--- src/rtl/oldland_rf_pkg.sv ---
// Shared types and constants for the oldland debug register-file arbiter.
package oldland_rf_pkg;

  localparam int unsigned DATA_W               = 32;
  localparam int unsigned SEL_W                = 3;
  localparam int unsigned CNT_W                = 3;
  localparam int unsigned STARVE_LIMIT_DEFAULT = 4;

  typedef enum logic [1:0] {
    ST_IDLE  = 2'd0,
    ST_WAIT  = 2'd1,
    ST_RDCAP = 2'd2,
    ST_ACK   = 2'd3
  } arb_state_e;

  // Register-file write port payload.
  typedef struct packed {
    logic              en;
    logic [SEL_W-1:0]  sel;
    logic [DATA_W-1:0] val;
  } rf_wr_t;

  function automatic logic [CNT_W-1:0] sat_inc(input logic [CNT_W-1:0] v);
    return (v == {CNT_W{1'b1}}) ? v : v + CNT_W'(1);
  endfunction

endpackage

--- src/rtl/oldland_starve_ctr.sv ---
// Counts consecutive denied debug cycles and raises a one-cycle pipeline stall
// when the count reaches LIMIT, guaranteeing the debug port a free slot.
module oldland_starve_ctr
  import oldland_rf_pkg::*;
#(
  parameter int unsigned LIMIT = STARVE_LIMIT_DEFAULT
) (
  input  logic clk,
  input  logic rst,
  input  logic deny,
  input  logic clear,
  output logic pipe_stall
);

  logic [CNT_W-1:0] cnt_q;
  logic [CNT_W-1:0] cnt_inc;

  assign cnt_inc = sat_inc(cnt_q);

  // Stall is raised on the same edge the count reaches the limit.
  always_ff @(posedge clk) begin
    if (rst) begin
      cnt_q      <= '0;
      pipe_stall <= 1'b0;
    end else begin
      pipe_stall <= 1'b0;
      if (clear) begin
        cnt_q <= '0;
      end else if (deny) begin
        cnt_q      <= cnt_inc;
        pipe_stall <= (cnt_inc == CNT_W'(LIMIT));
      end
    end
  end

endmodule

--- src/rtl/oldland_rf_arbiter.sv ---
// Shares the register-file ports between the pipeline and the debug unit,
// granting debug accesses in free slots and forcing a stall when starved.
module oldland_rf_arbiter
  import oldland_rf_pkg::*;
#(
  parameter int unsigned STARVE_LIMIT = STARVE_LIMIT_DEFAULT
) (
  input  logic              clk,
  input  logic              rst,
  input  logic              ex_wr_en,
  input  logic [SEL_W-1:0]  ex_rd_sel,
  input  logic [DATA_W-1:0] ex_wr_val,
  input  logic [SEL_W-1:0]  pipe_ra_sel,
  input  logic [SEL_W-1:0]  pipe_rb_sel,
  input  logic              pipe_rd_en,
  input  logic              dbg_req,
  input  logic              dbg_wr,
  input  logic [SEL_W-1:0]  dbg_sel,
  input  logic [DATA_W-1:0] dbg_wr_val,
  output logic              dbg_ack,
  output logic [DATA_W-1:0] dbg_rd_val,
  output logic              pipe_stall,
  output logic [SEL_W-1:0]  rf_ra_sel,
  output logic [SEL_W-1:0]  rf_rb_sel,
  output logic [SEL_W-1:0]  rf_rd_sel,
  output logic              rf_wr_en,
  output logic [DATA_W-1:0] rf_wr_val,
  input  logic [DATA_W-1:0] rf_ra
);

  arb_state_e        state_q, state_d;
  logic              grant;
  logic              deny;
  logic              clear;
  logic              slot_free;
  logic              ack_d;
  logic [DATA_W-1:0] rd_val_d;
  logic              bypass_hit_q, bypass_hit_d;
  logic [DATA_W-1:0] bypass_val_q, bypass_val_d;
  rf_wr_t            wr_port;
  logic [SEL_W-1:0]  ra_sel;

  always_ff @(posedge clk) begin
    if (rst) begin
      state_q      <= ST_IDLE;
      dbg_ack      <= 1'b0;
      dbg_rd_val   <= '0;
      bypass_hit_q <= 1'b0;
      bypass_val_q <= '0;
    end else begin
      state_q      <= state_d;
      dbg_ack      <= ack_d;
      dbg_rd_val   <= rd_val_d;
      bypass_hit_q <= bypass_hit_d;
      bypass_val_q <= bypass_val_d;
    end
  end

  // A registered ack still high means the held request is the one just served.
  always_comb begin
    state_d      = state_q;
    grant        = 1'b0;
    deny         = 1'b0;
    ack_d        = 1'b0;
    rd_val_d     = dbg_rd_val;
    bypass_hit_d = bypass_hit_q;
    bypass_val_d = bypass_val_q;
    wr_port      = '{en: ex_wr_en, sel: ex_rd_sel, val: ex_wr_val};
    ra_sel       = pipe_ra_sel;
    slot_free    = dbg_wr ? (!ex_wr_en || pipe_stall) : (!pipe_rd_en || pipe_stall);

    if (!rst) begin
      unique case (state_q)
        ST_IDLE, ST_WAIT: begin
          if (dbg_req && !dbg_ack) begin
            if (slot_free) begin
              grant = 1'b1;
              if (dbg_wr) begin
                wr_port = '{en: 1'b1, sel: dbg_sel, val: dbg_wr_val};
                ack_d   = 1'b1;
                state_d = ST_ACK;
              end else begin
                ra_sel       = dbg_sel;
                bypass_hit_d = ex_wr_en && (ex_rd_sel == dbg_sel);
                bypass_val_d = ex_wr_val;
                state_d      = ST_RDCAP;
              end
            end else begin
              deny    = 1'b1;
              state_d = ST_WAIT;
            end
          end else begin
            state_d = ST_IDLE;
          end
        end
        ST_RDCAP: begin
          rd_val_d     = bypass_hit_q ? bypass_val_q : rf_ra;
          ack_d        = 1'b1;
          bypass_hit_d = 1'b0;
          state_d      = ST_IDLE;
        end
        ST_ACK: begin
          state_d = ST_IDLE;
        end
        default: begin
          state_d = ST_IDLE;
        end
      endcase
    end
  end

  assign clear = grant || (state_d == ST_IDLE);

  oldland_starve_ctr #(
    .LIMIT(STARVE_LIMIT)
  ) u_starve (
    .clk       (clk),
    .rst       (rst),
    .deny      (deny),
    .clear     (clear),
    .pipe_stall(pipe_stall)
  );

  assign rf_ra_sel = ra_sel;
  assign rf_rb_sel = pipe_rb_sel;
  assign rf_wr_en  = wr_port.en;
  assign rf_rd_sel = wr_port.sel;
  assign rf_wr_val = wr_port.val;

endmodule

--- config.mk ---
export PLATFORM = sky130hd
export DESIGN_NAME = oldland_rf_arbiter
export DESIGN_NICKNAME = d
export VERILOG_FILES = /design/src/rtl/oldland_rf_pkg.sv /design/src/rtl/oldland_starve_ctr.sv /design/src/rtl/oldland_rf_arbiter.sv
export SDC_FILE = /design/constraint.sdc
export NUM_CORES = 1
export LEC_CHECK = 0
export ABC_AREA = 1
export BUFFER_PORTS_ARGS = -buffer_cell sky130_fd_sc_hd__clkbuf_2
export CAP_MARGIN = 20
export CORE_ASPECT_RATIO = 1.5
export CORE_MARGIN = 10
export CORE_UTILIZATION = 45
export CTS_CLUSTER_DIAMETER = 150
export DETAILED_ROUTE_END_ITERATION = 12
export HOLD_SLACK_MARGIN = 0.15
export PLACE_DENSITY = 0.77
export SLEW_MARGIN = 10
export SYNTH_ARGS = -nofsm -noshare
export SYNTH_HDL_FRONTEND = slang
export SYNTH_SLANG_ARGS = --single-unit
--- constraint.sdc ---
create_clock -name clk -period 3.1 [get_ports clk]
set_input_delay 0.465 -clock clk [delete_from_list [all_inputs] [get_ports clk]]
set_output_delay 0.465 -clock clk [all_outputs]
set_load 0.01 [all_outputs]
==> metrics.txt, run 1 <==
maximum fanout along the worst path=37; Crit path arrival time=between 1.5 and 2 ns; Non-Filler Instances=just over 800; critical path required time=around 2.6 ns; register area share after synthesis=between 40% and 50%; max cap viols=0; largest net degree at the start of global routing=38; clock buffer depth=2; multi-input logic area=1640 µm²; clock slew at reported path FFs=about 0.06 ns; Port Buffer Count=~180; Crit Path Class=flop to output port; CP max-delay cell=dfxtp_1; Setup WS pre-CTS=0.857 ns; post-CTS setup buffers=0; CTS Root Cell=clkbuf_16; CORE AREA=7660 µm²; Tot Pwr=around 2.5 mW; VDD IR max=about 0.0003 V; initial antenna violation count=0; drt wl/cell=~13 µm; worst hold margin=between 0.3 and 0.4 ns; first-pass GRT wire length=about 17000 µm; # DRC=0; final setup fails=0; Stages on worst setup path=7; Hold Path Depth=3; FF-to-FF Start=dbg_ack$_SDFF_PP0_; FMAX=0.460 GHz; DP Cell Count=just under 800; Via density=around 4.6; Netlist cell types=19; num rows=39; Final nets=slightly above 800; Worst-Skew Late Latency=between 0.3 and 0.4 ns; Resize count post-CTS=0; area grow syn2layout=35.2%; Pre-Repair DR Iteration Count=4; fillcell total=744; initial core utilization=a little under half; Ys Warns=0; Final GP Congestion=~0.81; Crit. End Element=output port; Critical Path Source=dbg_ack$_SDFF_PP0_; Placed Area=4480 µm²; Die Ht=around 130 µm; Startpoint Class=flop; Hold Crit Class=input pin to flop; Post-DRT Antenna Nets=0; Total GRT Usage=~17%; Critical Path Max Stage Delay=0.31 ns; IO Count=between 150 and 200; most frequent cells in the layout=clkbuf_2, nand2_1, inv_1; number of global-route vias before repair=approximately 3700; total number of vias=approximately 3700; CTS Sinks=just over 70; H-Tree Level Count=3; Detailed Route WL=between 10000 and 15000 µm; Die ar.=roughly 12000 µm²; commonest non-fill, non-tap cell in the layout=clkbuf_2; Area contributors post-synth=dfxtp_1, nand2_1, mux2i_1; hold buffer count at cts=0; RSZ-0062 raised after global routing=no; hold_sp=ex_wr_val[15]; share of cells above drive strength 1=between 20% and 30%; Final Max Slew Viols=0; Reg2Reg Depth=8; fin crit period=~2.2 ns; Final HPWL DP=about 8500 µm; cell taking the most area after synthesis=dfxtp_1; Antenna diodes=0; Cell Pwr Density=roughly 510 nW/µm²; post-route design area=just under 5000 µm²; flops & latches, synth=72; TritonCTS clock tree=done; Avg Cell Area, Syn=approximately 6.7 µm²; Worst Skew=0.00440 ns; Rel. slew slack=~30%; Iteration-0 DRC Markers=121; TNS Setup=0 ns; Least-Margin Pin Slew=about 1.0 ns; Die X=approximately 93 µm; Synth Net Count=roughly 650; Leak=around 2.7 nW; remaining global-route overflow=0; CTS buffer count=9; Final Cycle Share=a little over two thirds; Worst Path Buf+Inv=3; crit path cell chain=inv_1, nand2_1, nor3_4, nand3_2, buf_4, o21ai_0, clkbuf_2; status=complete, no violations; Cells after Synth=between 500 and 600; post-synth top area share=around two fifths; worst setup margin=0.927 ns; Worst path top cell family by delay=buffers and inverters; Final Hold Vio Count=0; register area=about 1400 µm²; Util after Layout=~63%; Syn Std Cell Area=approximately 3600 µm²
[worst paths after layout]
| path | endpoint | slack, ns |
|---|---|---|
| max | rf_wr_val[5] | 0.93 |
| min | bypass_val_q[15]$_SDFFE_PP0P_ | 0.38 |
| max reg2reg | bypass_val_q[13]$_SDFFE_PP0P_ | 1.32 |
| min reg2reg | dbg_rd_val[2]$_SDFFE_PP0N_ | 0.46 |
[layer usage]
metal  up-vias  track usage (%)  part of all wire (%)
met2       122             31.6                    53
li1       1952                -                     -
met1      1640             17.3                    38
met3        25             4.54                   6.2
met4         0             10.7                   3.0
met5         -                0                     0
[state kept, by name (all words and copies together) (netlist names)]
register,count
dbg_ack,1
u_starve.pipe_stall,1
state_q,2
bypass_val_q,32
dbg_rd_val,32
bypass_hit_q,1
u_starve.cnt_q,3
[power by group]
part | internal [mW] | total, mW | leakage [nW] | switching, mW
Combinational | 0.149 | 0.325 | 1.98 | 0.177
Clock | 0.746 | 1.13 | 0.165 | 0.382
Sequential | 0.966 | 0.998 | 0.586 | 0.0319
Total | 1.86 | 2.45 | 2.73 | 0.591
[final cells by class]
type | count | share of cell area, %
multi-input cells | 345 | 34.0
flip-flops and latches | 72 | 30.0
repair buffers | 187 | 19.9
inverters | 84 | 6.55
clock buffers | 11 | 5.25
well taps | 102 | 2.65
clock inverters | 5 | 1.64
[synth_stat cells]
master and instances:
inv_1 82, o21ai_1 16, nor3_4 1, nor4_1 1
clkbuf_1 10, buf_6 2, buf_2 12, nor2_1 72
mux2i_1 32, inv_2 2, nand2_1 158, xor2_1 1
dfxtp_1 72, nand3_1 3, a21oi_1 1, ha_1 1
o21ai_0 56, nand3_2 3, buf_4 6
[kinds of logic after synthesis]
group                    Yosys count  synth area share [%]
flip-flops                        72                  40.5
XOR/XNOR                           1                 0.246
AND/OR/NAND/NOR                  238                  26.2
multiplexers                      32                  9.00
AO/OA/AOI/OAI                     73                  10.3
adder cells (fa/ha/maj)            1                 0.351
buffers and inverters            114                  13.5
[worst min-delay path: stages]
cell and delay [ns]:
clkbuf_2 0.09, nor2_1 0.04, nor2_1 0.08
No activity file was read; power rests on OpenSTA's default activity.
==> run 2, diff against run 1 <==
==> constraint.sdc (replaced) <==
create_clock -name clk -period 2.03 [get_ports clk]
set_input_delay 0.3045 -clock clk [delete_from_list [all_inputs] [get_ports clk]]
set_output_delay 0.3045 -clock clk [all_outputs]
set_load 0.01 [all_outputs]
==> metrics.txt, run 2 (synthesis results as in run 1) <==
largest net degree at the start of global routing=38 (unchanged); maximum fanout along the worst path=12 (was 37); Clk pwr share=44.1% (was 46.0%); clock buffer depth=2 (unchanged); FMAX=a little under 0.5 GHz; worst setup margin=-0.00916 ns (was 0.927 ns); VDD IR max=0.000609 V (was 0.000296 V); Via density=4.69 (was 4.64); remaining global-route overflow=0 (unchanged); most frequent cells in the layout=nand2_1, clkbuf_2, inv_1 (was clkbuf_2, nand2_1, inv_1); initial core utilization=46.5% (unchanged); Post-DRT Antenna Nets=0 (unchanged); Net Sw Frac=24.3% (was 24.1%); Antenna diodes=0 (unchanged); Cell Int Power=2.79 mW (was 1.86 mW); Detailed Route WL=11900 µm (was 10800 µm); number of global-route vias before repair=3776 (was 3749); Cell Pwr Density=726 nW/µm² (was 509 nW/µm²); largest registers=bypass_val_q (32), dbg_rd_val (32), u_starve.cnt_q (3) (unchanged); Final Max Slew Viols=0 (unchanged); Final HPWL DP=8760 µm (was 8500 µm); CTS Sinks=72 (unchanged); Port Buffer Count=183 (unchanged); Rel. slew slack=68.9% (was 30.3%); Psw=0.895 mW (was 0.591 mW); CTS Root Cell=clkbuf_16 (unchanged); Die ar.=11900 µm² (unchanged); CP most frequent cell=buf_12; Final Hold Vio Count=0 (unchanged); num rows=39 (unchanged); Worst-Skew Late Latency=0.33 ns (about the same); Critical Path Max Stage Delay=0.31 ns (about the same); CORE AREA=7660 µm² (unchanged); drt wl/cell=14.4 µm (was 13.4 µm); total number of vias=3852 (was 3739); power share of the combinational group=14.9% (was 13.3%); Final GP Congestion=0.873 (was 0.807); Least-Margin Pin Slew=0.466 ns (was 1.05 ns); Iteration-0 DRC Markers=160 (was 121); sequential power share=41.1% (was 40.7%); first-pass GRT wire length=17600 µm (was 17000 µm); # DRC=0 (unchanged); commonest non-fill, non-tap cell in the layout=nand2_1 (was clkbuf_2); Crit Path Class=flop to output port (unchanged); post-route design area=5070 µm² (was 4810 µm²); Placed Area=4530 µm² (was 4480 µm²); Setup WS pre-CTS=0.270 ns (was 0.857 ns); Crit. End Element=output port (unchanged); crit path cell chain=inv_1, nand2_2, nor3_4, nand3_4, buf_12, buf_12, o21ai_0, buf_2 (was inv_1, nand2_1, nor3_4, nand3_2, buf_4, o21ai_0, clkbuf_2); clock slew at reported path FFs=0.05 ns (was 0.06 ns); CP max-delay cell=dfxtp_1 (unchanged); IO Count=190 (unchanged); RSZ-0062 raised after global routing=yes (was no); Crit path arrival time=1.73 ns (was 1.71 ns); Worst Path Buf+Inv=4 (was 3); CTS buffer count=9 (unchanged); Hold Crit Class=input pin to flop (unchanged); max cap viols=0 (unchanged); H-Tree Level Count=3 (unchanged); fillcell total=690 (was 744); Final Cycle Share=100%; status=finished with violations (was complete, no violations); Startpoint Class=flop (unchanged); hold_sp=ex_wr_val[19] (was ex_wr_val[15]); FF-to-FF Start=dbg_ack$_SDFF_PP0_ (unchanged); violated checks=negative setup slack; critical path required time=1.73 ns (was 2.63 ns); Leak=2.85 nW (was 2.73 nW); Critical Path Source=dbg_ack$_SDFF_PP0_ (unchanged); area grow syn2layout=42.6% (was 35.2%); Final nets=830 (was 814); Die Ht=129 µm (unchanged); Worst path top cell family by delay=buffers and inverters (unchanged); fin crit period=2.04 ns; initial antenna violation count=0 (unchanged); share of cells above drive strength 1=32.7% (was 29.8%); Total GRT Usage=18.0% (was 17.4%); final setup fails=1 (was 0); Worst Skew=0.00758 ns (was 0.00440 ns); TritonCTS clock tree=done (unchanged); Die X=92.6 µm (unchanged); Pre-Repair DR Iteration Count=4 (unchanged)
-- run 2: power groups by stage --
stage                     logic, mW  registers, mW  clock network [mW]
after floorplan               0.281           1.54                   0
after global placement        0.504           1.54                   0
after detailed placement      0.518           1.54                   0
after CTS                     0.522           1.51                1.65
after global routing          0.615           1.52                1.72
final                         0.548           1.51                1.62
-- run 2: timing repair --
| action | CTS | global route |
|---|---|---|
| buffers inserted | 0 | 3 |
| pin swaps | 0 | 3 |
| gates cloned | 0 | 6 |
| resized for setup | 1 | 71 |
| endpoints found under the setup margin | 2 | 34 |
| endpoints found under the hold margin | 0 | 0 |
| hold buffers | 0 | 0 |
-- run 2: through the flow --
step	hold WS, ns	utilization [%]	instances	setup TNS (ns)	power, mW
floorplan	0.381	-	531	0	1.82
global placement	0.438	59.2	797	0	2.05
detailed placement	0.448	59.2	797	0	2.06
CTS	0.206	63.2	812	0	3.69
global route	0.224	66.2	821	-2.48	3.85
finish	0.214	66.2	821	-0.00916	3.69
-- run 2: layer usage --
metal  wire [µm]  vias to the layer above  global-route usage, %
met2        6340                      115                   32.7
met3         710                       30                   6.29
li1            -                     1984                      -
met4         326                        0                   7.56
met5           0                        -                      0
met1        4470                     1723                   18.3
-- run 2: cell type report --
class	instances	area [µm²]	share of cell area [%]
Clock buffer	11	233	4.59
Clock inverter	4	70.1	1.38
Inverter	84	315	6.21
Multi-Input combinational cell	345	1690	33.2
Sequential cell	72	1440	28.4
Tap cell	102	128	2.51
Timing Repair Buffer	203	1200	23.7
-- run 2: worst paths after layout --
path	endpoint	slack, ns	depth (start not counted)
setup / recovery	rf_rd_sel[0]	-0.009	8
hold / removal	bypass_val_q[19]$_SDFFE_PP0P_	0.21	3
setup reg to reg	bypass_val_q[14]$_SDFFE_PP0P_	0.64	9
hold reg to reg	dbg_rd_val[23]$_SDFFE_PP0N_	0.46	2
-- run 2: worst reg2reg max path: cells and delay by family (launching register included) --
family | cells | cell delay (ns)
flops | 1 | 0.31
buf+inv | 3 | 0.44
simple gates | 6 | 0.57
